### src/rtl/load_store_unit_pkg.sv
// load_store_unit_pkg
// Shared definitions for the load/store unit: FSM state encodings, the
// STORE_*/LOAD_* encodings used by the main decoder, byte-enable constants,
// and small helpers that classify an access by size and alignment.
// No ports.

package load_store_unit_pkg;

    // FSM state encodings
    localparam logic [1:0] ST_IDLE = 2'd0;
    localparam logic [1:0] ST_REQ  = 2'd1;
    localparam logic [1:0] ST_RESP = 2'd2;
    localparam logic [1:0] ST_DONE = 2'd3;

    // Store width encodings from the decoder (2'b11 behaves as sw)
    localparam logic [1:0] STORE_SW = 2'b00;
    localparam logic [1:0] STORE_SH = 2'b01;
    localparam logic [1:0] STORE_SB = 2'b10;

    // Load type encodings from the decoder (3'b101..3'b111 behave as lw)
    localparam logic [2:0] LOAD_LB  = 3'b000;
    localparam logic [2:0] LOAD_LH  = 3'b001;
    localparam logic [2:0] LOAD_LW  = 3'b010;
    localparam logic [2:0] LOAD_LBU = 3'b011;
    localparam logic [2:0] LOAD_LHU = 3'b100;

    // Byte-enable patterns
    localparam logic [3:0] BE_WORD    = 4'b1111;
    localparam logic [3:0] BE_HALF_LO = 4'b0011;
    localparam logic [3:0] BE_HALF_HI = 4'b1100;
    localparam logic [3:0] BE_BYTE0   = 4'b0001;

    typedef enum logic [1:0] {
        SIZE_BYTE = 2'd0,
        SIZE_HALF = 2'd1,
        SIZE_WORD = 2'd2
    } access_size_e;

    function automatic access_size_e store_size(input logic [1:0] store);
        case (store)
            STORE_SW: return SIZE_WORD;
            STORE_SH: return SIZE_HALF;
            STORE_SB: return SIZE_BYTE;
            default:  return SIZE_WORD;
        endcase
    endfunction

    function automatic access_size_e load_size(input logic [2:0] load);
        case (load)
            LOAD_LB, LOAD_LBU: return SIZE_BYTE;
            LOAD_LH, LOAD_LHU: return SIZE_HALF;
            LOAD_LW:           return SIZE_WORD;
            default:           return SIZE_WORD;
        endcase
    endfunction

    function automatic logic load_unsigned(input logic [2:0] load);
        return (load == LOAD_LBU) || (load == LOAD_LHU);
    endfunction

    // Writes take priority when the decoder asserts both controls
    function automatic access_size_e access_size(input logic       we,
                                                 input logic [1:0] store,
                                                 input logic [2:0] load);
        return we ? store_size(store) : load_size(load);
    endfunction

    function automatic logic is_misaligned(input access_size_e size,
                                           input logic [1:0]   addr_lo);
        case (size)
            SIZE_HALF: return addr_lo[0];
            SIZE_WORD: return addr_lo != 2'b00;
            default:   return 1'b0;
        endcase
    endfunction

endpackage

### src/rtl/load_store_unit_lane_align.sv
// load_store_unit_lane_align
// Purely combinational lane logic for the load/store unit: byte enables and
// lane-replicated write data for the bus request, and lane selection with
// sign/zero extension for returned read data.
// Ports:
//   we          in   1   access is a store
//   store       in   2   store width encoding
//   load        in   3   load type encoding
//   addr_lo     in   2   low byte-address bits of the access
//   wdata       in   32  raw store data (rs2)
//   rdata       in   32  raw bus read word
//   be          out  4   byte enables for the request
//   wdata_lanes out  32  store data replicated onto every lane
//   rdata_ext   out  32  selected and extended load result

module load_store_unit_lane_align
    import load_store_unit_pkg::*;
(
    input  logic        we,
    input  logic [1:0]  store,
    input  logic [2:0]  load,
    input  logic [1:0]  addr_lo,
    input  logic [31:0] wdata,
    input  logic [31:0] rdata,
    output logic [3:0]  be,
    output logic [31:0] wdata_lanes,
    output logic [31:0] rdata_ext
);

    access_size_e size;
    logic [7:0]   byte_sel;
    logic [15:0]  half_sel;
    logic         sign_ext;

    assign size     = access_size(we, store, load);
    assign byte_sel = rdata[{addr_lo, 3'b000} +: 8];
    // Halfwords look at addr[1] only, so an odd address picks its containing half
    assign half_sel = addr_lo[1] ? rdata[31:16] : rdata[15:0];
    assign sign_ext = !load_unsigned(load);

    // Word accesses ignore addr_lo entirely; narrower ones replicate data so
    // the memory only needs the byte enables to pick the right lane.
    always_comb begin
        be          = BE_WORD;
        wdata_lanes = wdata;
        case (size)
            SIZE_BYTE: begin
                be          = BE_BYTE0 << addr_lo;
                wdata_lanes = {4{wdata[7:0]}};
            end
            SIZE_HALF: begin
                be          = addr_lo[1] ? BE_HALF_HI : BE_HALF_LO;
                wdata_lanes = {2{wdata[15:0]}};
            end
            default: ;
        endcase
    end

    always_comb begin
        rdata_ext = rdata;
        case (load_size(load))
            SIZE_BYTE: rdata_ext = {{24{sign_ext & byte_sel[7]}}, byte_sel};
            SIZE_HALF: rdata_ext = {{16{sign_ext & half_sel[15]}}, half_sel};
            default:   rdata_ext = rdata;
        endcase
    end

endmodule

### src/rtl/load_store_unit.sv
// load_store_unit
// Multi-cycle data-memory access stage. Accepts one decoded load or store
// from the core, runs a single valid/ready bus transaction for it, and pulses
// done when finished. ls_ready is high only while idle, which stalls the core.
// Optional build macro: LSU_MISALIGN_TRAP_EN -- when defined, misaligned
// halfword/word accesses finish immediately with fault=1 and never reach the bus.
// Parameters:
//   ADDR_W   byte-address width
//   TIMEOUT  cycles allowed in REQ or RESP before abort (0 disables)
// Ports:
//   clk, rst_n                 clock, async active-low reset
//   ls_valid/ls_ready          core handshake
//   mem_write, mem_read        decoded access controls
//   store, load                width/extension encodings
//   addr, wdata                ALU address and rs2 data
//   done, rdata_out, fault     completion pulse, load result, error flag
//   bus_valid/bus_ready        request handshake
//   bus_we, bus_addr, bus_be, bus_wdata  request payload
//   bus_rvalid, bus_rdata      read response

module load_store_unit
    import load_store_unit_pkg::*;
#(
    parameter int ADDR_W  = 32,
    parameter int TIMEOUT = 255
)(
    input  logic              clk,
    input  logic              rst_n,
    input  logic              ls_valid,
    output logic              ls_ready,
    input  logic              mem_write,
    input  logic              mem_read,
    input  logic [1:0]        store,
    input  logic [2:0]        load,
    input  logic [ADDR_W-1:0] addr,
    input  logic [31:0]       wdata,
    output logic              done,
    output logic [31:0]       rdata_out,
    output logic              fault,
    output logic              bus_valid,
    output logic              bus_we,
    output logic [ADDR_W-1:0] bus_addr,
    output logic [3:0]        bus_be,
    output logic [31:0]       bus_wdata,
    input  logic              bus_ready,
    input  logic              bus_rvalid,
    input  logic [31:0]       bus_rdata
);

    // Counter only has to reach TIMEOUT-1
    localparam int CNT_W = (TIMEOUT > 1) ? $clog2(TIMEOUT) : 1;
    localparam logic [CNT_W-1:0] CNT_LAST = CNT_W'((TIMEOUT > 0) ? TIMEOUT - 1 : 0);

    logic [1:0]        state_q;
    logic [CNT_W-1:0]  cnt_q;
    logic              we_q;
    logic [1:0]        store_q;
    logic [2:0]        load_q;
    logic [ADDR_W-1:0] addr_q;
    logic [31:0]       wdata_q;
    logic              fault_q;
    logic [31:0]       rdata_q;

    logic              accept;
    logic              in_req;
    logic              timeout_hit;
    logic [3:0]        lane_be;
    logic [31:0]       lane_wdata;
    logic [31:0]       lane_rdata;

    load_store_unit_lane_align u_lane_align (
        .we          (we_q),
        .store       (store_q),
        .load        (load_q),
        .addr_lo     (addr_q[1:0]),
        .wdata       (wdata_q),
        .rdata       (bus_rdata),
        .be          (lane_be),
        .wdata_lanes (lane_wdata),
        .rdata_ext   (lane_rdata)
    );

    assign ls_ready = (state_q == ST_IDLE);
    assign accept   = ls_valid & ls_ready & (mem_read | mem_write);
    assign in_req   = (state_q == ST_REQ);

    // The counter starts at 0 in the first cycle of REQ/RESP, so the cycle
    // holding CNT_LAST is the TIMEOUT-th cycle spent waiting.
    assign timeout_hit = (TIMEOUT != 0) && (cnt_q == CNT_LAST);

`ifdef LSU_MISALIGN_TRAP_EN
    logic misalign_trap;
    assign misalign_trap = is_misaligned(access_size(mem_write, store, load), addr[1:0]);
`endif

    // Bus outputs decode straight from state so an async reset drops
    // bus_valid at once; payload is zero whenever no request is live.
    assign bus_valid = in_req;
    assign bus_we    = in_req & we_q;
    assign bus_addr  = in_req ? {addr_q[ADDR_W-1:2], 2'b00} : '0;
    assign bus_be    = in_req ? lane_be : 4'b0000;
    assign bus_wdata = (in_req & we_q) ? lane_wdata : 32'd0;

    assign done      = (state_q == ST_DONE);
    assign fault     = done & fault_q;
    assign rdata_out = rdata_q;

    // Main FSM plus the operation latches. rdata_q is cleared on accept so a
    // store or aborted access reports zero, and otherwise holds the last load.
    always_ff @(posedge clk or negedge rst_n) begin
        if (!rst_n) begin
            state_q <= ST_IDLE;
            cnt_q   <= '0;
            we_q    <= 1'b0;
            store_q <= STORE_SW;
            load_q  <= LOAD_LB;
            addr_q  <= '0;
            wdata_q <= 32'd0;
            fault_q <= 1'b0;
            rdata_q <= 32'd0;
        end else begin
            case (state_q)
                ST_IDLE: begin
                    if (accept) begin
                        we_q    <= mem_write;
                        store_q <= store;
                        load_q  <= load;
                        addr_q  <= addr;
                        wdata_q <= wdata;
                        rdata_q <= 32'd0;
                        cnt_q   <= '0;
`ifdef LSU_MISALIGN_TRAP_EN
                        fault_q <= misalign_trap;
                        state_q <= misalign_trap ? ST_DONE : ST_REQ;
`else
                        fault_q <= 1'b0;
                        state_q <= ST_REQ;
`endif
                    end
                end
                ST_REQ: begin
                    if (bus_ready) begin
                        cnt_q   <= '0;
                        state_q <= we_q ? ST_DONE : ST_RESP;
                    end else if (timeout_hit) begin
                        fault_q <= 1'b1;
                        state_q <= ST_DONE;
                    end else begin
                        cnt_q <= cnt_q + CNT_W'(1);
                    end
                end
                ST_RESP: begin
                    if (bus_rvalid) begin
                        rdata_q <= lane_rdata;
                        state_q <= ST_DONE;
                    end else if (timeout_hit) begin
                        fault_q <= 1'b1;
                        state_q <= ST_DONE;
                    end else begin
                        cnt_q <= cnt_q + CNT_W'(1);
                    end
                end
                default: begin
                    state_q <= ST_IDLE;
                end
            endcase
        end
    end

endmodule

### config.mk
export PLATFORM = sky130hd
export DESIGN_NAME = load_store_unit
export DESIGN_NICKNAME = d
export VERILOG_FILES = /design/src/rtl/load_store_unit_pkg.sv /design/src/rtl/load_store_unit_lane_align.sv /design/src/rtl/load_store_unit.sv
export SDC_FILE = /design/constraint.sdc
export NUM_CORES = 1
export LEC_CHECK = 0
export CORE_UTILIZATION = 41
export CTS_CLUSTER_DIAMETER = 60
export DETAILED_ROUTE_END_ITERATION = 16
export PLACE_DENSITY = 0.88
export SLEW_MARGIN = 20
export SYNTH_ARGS = -nofsm -noshare
export SYNTH_HDL_FRONTEND = slang
export SYNTH_SLANG_ARGS = --single-unit
### constraint.sdc
create_clock -name clk -period 2.05 [get_ports clk]
set_clock_uncertainty 0.1 [all_clocks]
set_input_delay 0.41 -clock clk [delete_from_list [all_inputs] [get_ports clk]]
set_output_delay 0.41 -clock clk [all_outputs]
set_load 0.05 [all_outputs]
### Word level (Yosys, flattened, before mapping)

Index checks and enable logic that the tools add are counted.

* flip-flop bits (word level): 113
* logic and storage cells: 78
* output and inout bits: 105
* input bits: 108

* mux-type cells: 30
* $add $sub $neg: 1
* equality and inequality tests: 15
* reductions and logical operators: 14
* shift operators: 2
* bitwise gates (word level): 7

Operators by type and width (number)
* 32-bit case mux with 2 select lines: 3
* 32-bit 2-to-1 mux: 4
* 8-bit 2-to-1 mux: 4
* 32-bit by 6-bit variable part select with 8-bit output: 1
* 8-bit case mux with 3 select lines: 1
* 16-bit 2-to-1 mux: 1
* 2-bit 2-to-1 mux: 5
* 8-bit by 1-bit adder with 8-bit output, second input constant: 1
* 2-bit by 1-bit == test with 1-bit output, second input constant: 4
* 8-bit == test, second input constant: 1
* 4-bit 2-to-1 mux: 2
* 2-bit case mux with 2 select lines: 2
* 4-bit case mux with 2 select lines: 1
* 1-bit AND: 6
* 2-bit == test, second input constant: 3
* 2-bit zero test: 3
* 2-bit != test, second input constant: 3
* 2-bit case mux with 3 select lines: 1
* 3-bit AND reduction: 2
* 1-bit 2-to-1 mux: 5
* 4-bit AND reduction: 1
* 2-bit OR reduction: 2
* 1-bit by 2-bit left shift with 4-bit output, first input constant: 1
* 3-bit by 1-bit == test with 1-bit output, second input constant: 1
* other kinds (11): 11

### Longest topological paths before layout

* word-level depth: 7
* depth in mapped cells: 8
* gate-level depth less buffers: 7

### By module

Synthesis repeated with hierarchy kept, for this count alone.

* cells, all modules: 679
* area, all modules: 6577.6 µm²

Modules (own cells, without submodules)
* load_store_unit: sequential area each 2827.7 µm², cells an instance 456, area an instance 5177.5 µm², instances 1
* load_store_unit_lane_align: sequential area each 0.0 µm², cells an instance 223, area an instance 1400.1 µm², instances 1

### Worst setup path after synthesis

Ideal clock, no wire load.

* path kind: register to output
* start: register state_q[1]
* end: output port bus_wdata[28]
* arrival time: 3105 ps
* slack: -1565 ps
* buffers on the path: 1
* required time: 1540 ps
* stages on the path, launching flop included: 8
* cell sequence: dfrtp_1 inv_1 ha_1 nand2_1 inv_1 clkbuf_1 o21ai_0 a31oi_1

* word-level cells in the longest chain between the ends: 3

RTL lines
* from (decl): RTL line load_store_unit.sv:54 `logic [1:0] state_q;`
* from (signal assigned): RTL line load_store_unit.sv:144 `state_q <= we_q ? ST_DONE : ST_RESP;`
* 2-bit by 1-bit == test with 1-bit output: RTL line load_store_unit.sv:85 `assign in_req = (state_q == ST_REQ);`
* net bus_valid: RTL line load_store_unit.sv:40 `output logic bus_valid,`
* 1-bit AND
* net bus_we: RTL line load_store_unit.sv:41 `output logic bus_we,`
* 32-bit 2-to-1 mux: RTL line load_store_unit.sv:102 `assign bus_wdata = (in_req & we_q) ? lane_wdata : 32'd0;`
* to (decl): RTL line load_store_unit.sv:44 `output logic [31:0] bus_wdata,`

The timed path passes the listed nets, and every way through them passes these cells.

### Worst setup path in the final report

* start: register load_q[0]
* end: output port bus_wdata[31]

* word-level cells in the longest chain between the ends: 7
* elaborated cells on any way between the ends: 12
* classes of those cells: eq/ne (4); mux (4); reduce/logical (4)

RTL lines
* from (decl): RTL line load_store_unit.sv:58 `logic [2:0] load_q;`
* from (signal assigned): RTL line load_store_unit.sv:127 `load_q <= load;`
* 3-bit by 1-bit == test with 1-bit output, or another cell as far along: RTL line load_store_unit_pkg.sv:49 `case (load)`
* 2-bit OR reduction: RTL line load_store_unit_pkg.sv:49
* 2-bit case mux with 2 select lines (*): RTL line load_store_unit_pkg.sv:49
* 2-bit 2-to-1 mux (*): RTL line load_store_unit_pkg.sv:65 `return we ? store_size(store) : load_size(load);`
* 2-bit by 1-bit == test with 1-bit output / 2-bit zero test (equally long branches): RTL line load_store_unit_lane_align.sv:46 `case (size)`
* 32-bit case mux with 2 select lines (*): RTL line load_store_unit_lane_align.sv:46
* 32-bit 2-to-1 mux (*): RTL line load_store_unit.sv:102

Mark *: on every way between the ends. The rest lies on a longest branch, timed or not.

==> metrics.md <==
| Metric | Value |
|---|---|
| Antenna violation net count after detailed routing | `0` |
| Top-count cell post-synth | `dfrtp_1` |
| Synth area leaders | `dfrtp_1 48%, mux2_2 14%, mux2i_1 5.5%, nand2_1 4.9%, and2_1 3.5%` |
| Drt via density | `6.06` |
| CTS tree | `built` |
| Status | `complete, but fails checks` |
| Post-synthesis area per instance | `10.5 um^2` |
| Worst vdd ir | `1.24 mV` |
| CTS Buffer Depth | `2` |
| Crit end category | `output port` |
| FF+latch count, synth | `113` |
| CP cell instances | `mux2_4 > mux2i_4 > buf_12 > o21ai_0 > a31oi_4 > buf_12` |
| Arrival time worst endpoint | `2.14 ns` |
| Slew Limit Fails | `0` |
| Drt first pass iters | `5` |
| Post-layout net count | `972` |
| H-tree depth | `4` |
| Wirelength per Cell | `27.0 um` |
| First-pass GRT wire length | `34,200 um` |
| Post-synth EDFFs | `0` |
| Crit-path most repeated cell | `buf_12` |
| CP Launch Type | `flop` |
| Worst Slack Setup Final | `-0.597 ns` |
| Post-DP HPWL | `14,000 um` |
| Dpl cell area | `0.00956 mm^2` |
| Post-route cell area | `0.0119 mm^2` |
| ANT cells | `0` |
| Flop2flop setup slack | `-0.31 ns` |
| Final cell count without fillers | `1,050` |
| Core area | `0.0139 mm^2` |
| Post-Route WL | `28,300 um` |
| Critical path class | `flop to output port` |
| Failing checks | `setup timing` |
| Slew @ Worst Pin | `0.522 ns` |
| CTS sink cnt | `113` |
| Final hold violations | `0` |
| Reg-to-Reg End | `addr_q[15]$_DFFE_PN0P_` |
| Die Y | `121 um` |
| Reg2Reg Launch Point | `state_q[0]$_DFFE_PN0P_` |
| GP Congestion | `0.869` |
| Number of distinct library cells after synthesis | `51` |
| # port buffers | `210` |
| Worst EP required | `1.54 ns` |
| Final Power | `0.0243 W` |
| RSZ-0062 raised after global routing | `yes` |
| Full die area | `0.0148 mm^2` |
| Initial Util | `0.422` |
| Placed cells | `966` |
| Final worst path period share | `1.29` |
| Commonest cells in the netlist | `113 x dfrtp_1, 77 x nand2_1, 72 x mux2_2` |
| Fin crit period | `2.65 ns` |
| CTS Root Cell | `clkbuf_16` |
| Worst-path clk slew | `0.05 ns` |
| Share of the synthesized area in the top cell type | `0.483` |
| Largest net degree at the start of global routing | `73` |
| Min-Delay Path Class | `primary input to asynchronous set/reset pin` |
| Post-synth ARST share | `1.00` |
| Total GRT Usage | `0.310` |
| Synth Warn # | `0` |
| Vias after detailed routing | `6,362` |
| Share of cells above drive strength 1 | `0.543` |
| Vias in the first global route | `6,186` |
| Grt total ovfl | `0` |
| Max frequency | `378 MHz` |
| Synth Cell Area | `0.00585 mm^2` |
| Slew headroom | `0.654` |
| Worst-Skew Late Latency | `0.42 ns` |
| Ports | `213` |
| Die X | `121 um` |
| Post-synthesis sequential area ratio | `0.483` |
| Leak pwr | `5.43 nW` |
| Slowest stage cell, crit path | `dfrtp_1` |
| Post-Synthesis Cells | `559` |
| Worst path max stage delay | `0.44 ns` |
| # DRC | `0` |
| Cell Pwr Density | `2040 mW/mm^2` |
| Final Setup Violations | `184` |
| Reg2reg path depth | `9` |
| Top_reg_cell synth | `dfrtp_1` |
| Standard-cell rows | `43` |
| Yosys top cell by area | `dfrtp_1` |
| Starting DRT DRC Count | `591` |
| Layout area overhead | `103%` |
| Initial antenna violation count | `0` |
| Max Cap Violations | `0` |
| Total CTS buffers | `17` |
| Crit-path max FO | `8` |
==> layout make-up <==
type / count / area (um^2)
sequential: 113 / 2830
fill: 580 / 1980
clock inverter: 11 / 135
inverter: 17 / 104
timing repair buffer: 315 / 4010
tap: 180 / 225
multi-input combinational: 393 / 4130
clock buffer: 21 / 470
==> worst max-delay path by stage <==
stage | slack, ns | startpoint | depth (start not counted) | endpoint
final | -0.60 | load_q[0]$_DFFE_PN0P_ | 6 | bus_wdata[31]
after global routing | -0.66 | load_q[0]$_DFFE_PN0P_ | 6 | bus_wdata[26]
after CTS | -0.54 | load_q[0]$_DFFE_PN0P_ | 7 | bus_wdata[30]
after detailed placement | -0.27 | mem_read | 6 | rdata_out[3]$_DFFE_PN0P_
after global placement | -0.19 | mem_write | 6 | rdata_out[2]$_DFFE_PN0P_
after floorplan | -0.15 | load_q[0]$_DFFE_PN0P_ | 6 | bus_wdata[10]
==> per-layer routing <==
layer,track usage,part of all wire,vias up
met5,0,0,-
met4,0.114,0.058,0
met3,0.0630,0.079,140
met2,0.566,0.51,447
met1,0.353,0.35,3187
li1,-,-,2588
==> where the power goes <==
part           switching (W)  internal (W)  total [W]  leakage (nW)
Clock                0.00113       0.00199    0.00312         0.298
Combinational        0.00885       0.00788     0.0167          3.72
Sequential           0.00119       0.00323    0.00442          1.41
Total                 0.0112        0.0131     0.0243          5.43
==> state kept, by name, summed over array words and instances, names as in the netlist <==
register and count:
cnt_q 8, fault_q 1, rdata_out 32, state_q 2, addr_q 32, load_q 3
we_q 1, wdata_q 32, store_q 2
==> cell families (layout without fill, tap and decap cells) <==
kind of cell               Yosys count  count (layout)  synth area share
and+or+nand+nor                    173             173             0.135
DFF                                113             113             0.483
AOI/OAI and AO/OA                  105             105             0.127
muxes                              105             105             0.197
buffers and inverters               54             364            0.0408
adders and majority gates            7               7            0.0150
other                                1               2          0.000641
xor gates and xnor gates             1               1           0.00150
==> cell usage in the layout, fill, tap and decap left out, drive strengths merged, types with 15 or more instances in the layout <==
cell           instances
dlygate4sd2           21
buf                  181
mux2i                 32
nor2                  36
mux2                  72
clkbuf                27
dfrtp                113
clkdlybuf4s50        106
o221ai                15
and2                  33
nand2                 78
o21ai                 39
==> timing repair <==
action	in CTS	in global routing
pin swaps	13	57
buffers inserted	25	17
endpoints found under the hold margin	18	0
cloned	5	10
hold buffers	1	0
resized for setup	144	214
endpoints found under the setup margin	126	181
==> through the flow <==
step	setup TNS, ns	utilization	hold WS (ns)	setup WS [ns]
5_1_grt	-55.24	0.858	0.355	-0.659
3_3_place_gp	-13.62	0.689	0.204	-0.188
6_report	-52.52	0.858	0.353	-0.597
2_1_floorplan	-6.08	-	0.0144	-0.145
3_5_place_dp	-16.84	0.689	0.212	-0.269
4_1_cts	-20.25	0.784	0.315	-0.540
==> worst max-delay path: cells and delay by family, from the launching register on <==
kind                   cells  cell delay [ns]
AO/OA/AOI/OAI              2             0.36
buffers and inverters      2             0.34
flip-flops                 1             0.44
multiplexers               2             0.57
Note: power is estimated with default switching activity, not from simulation.
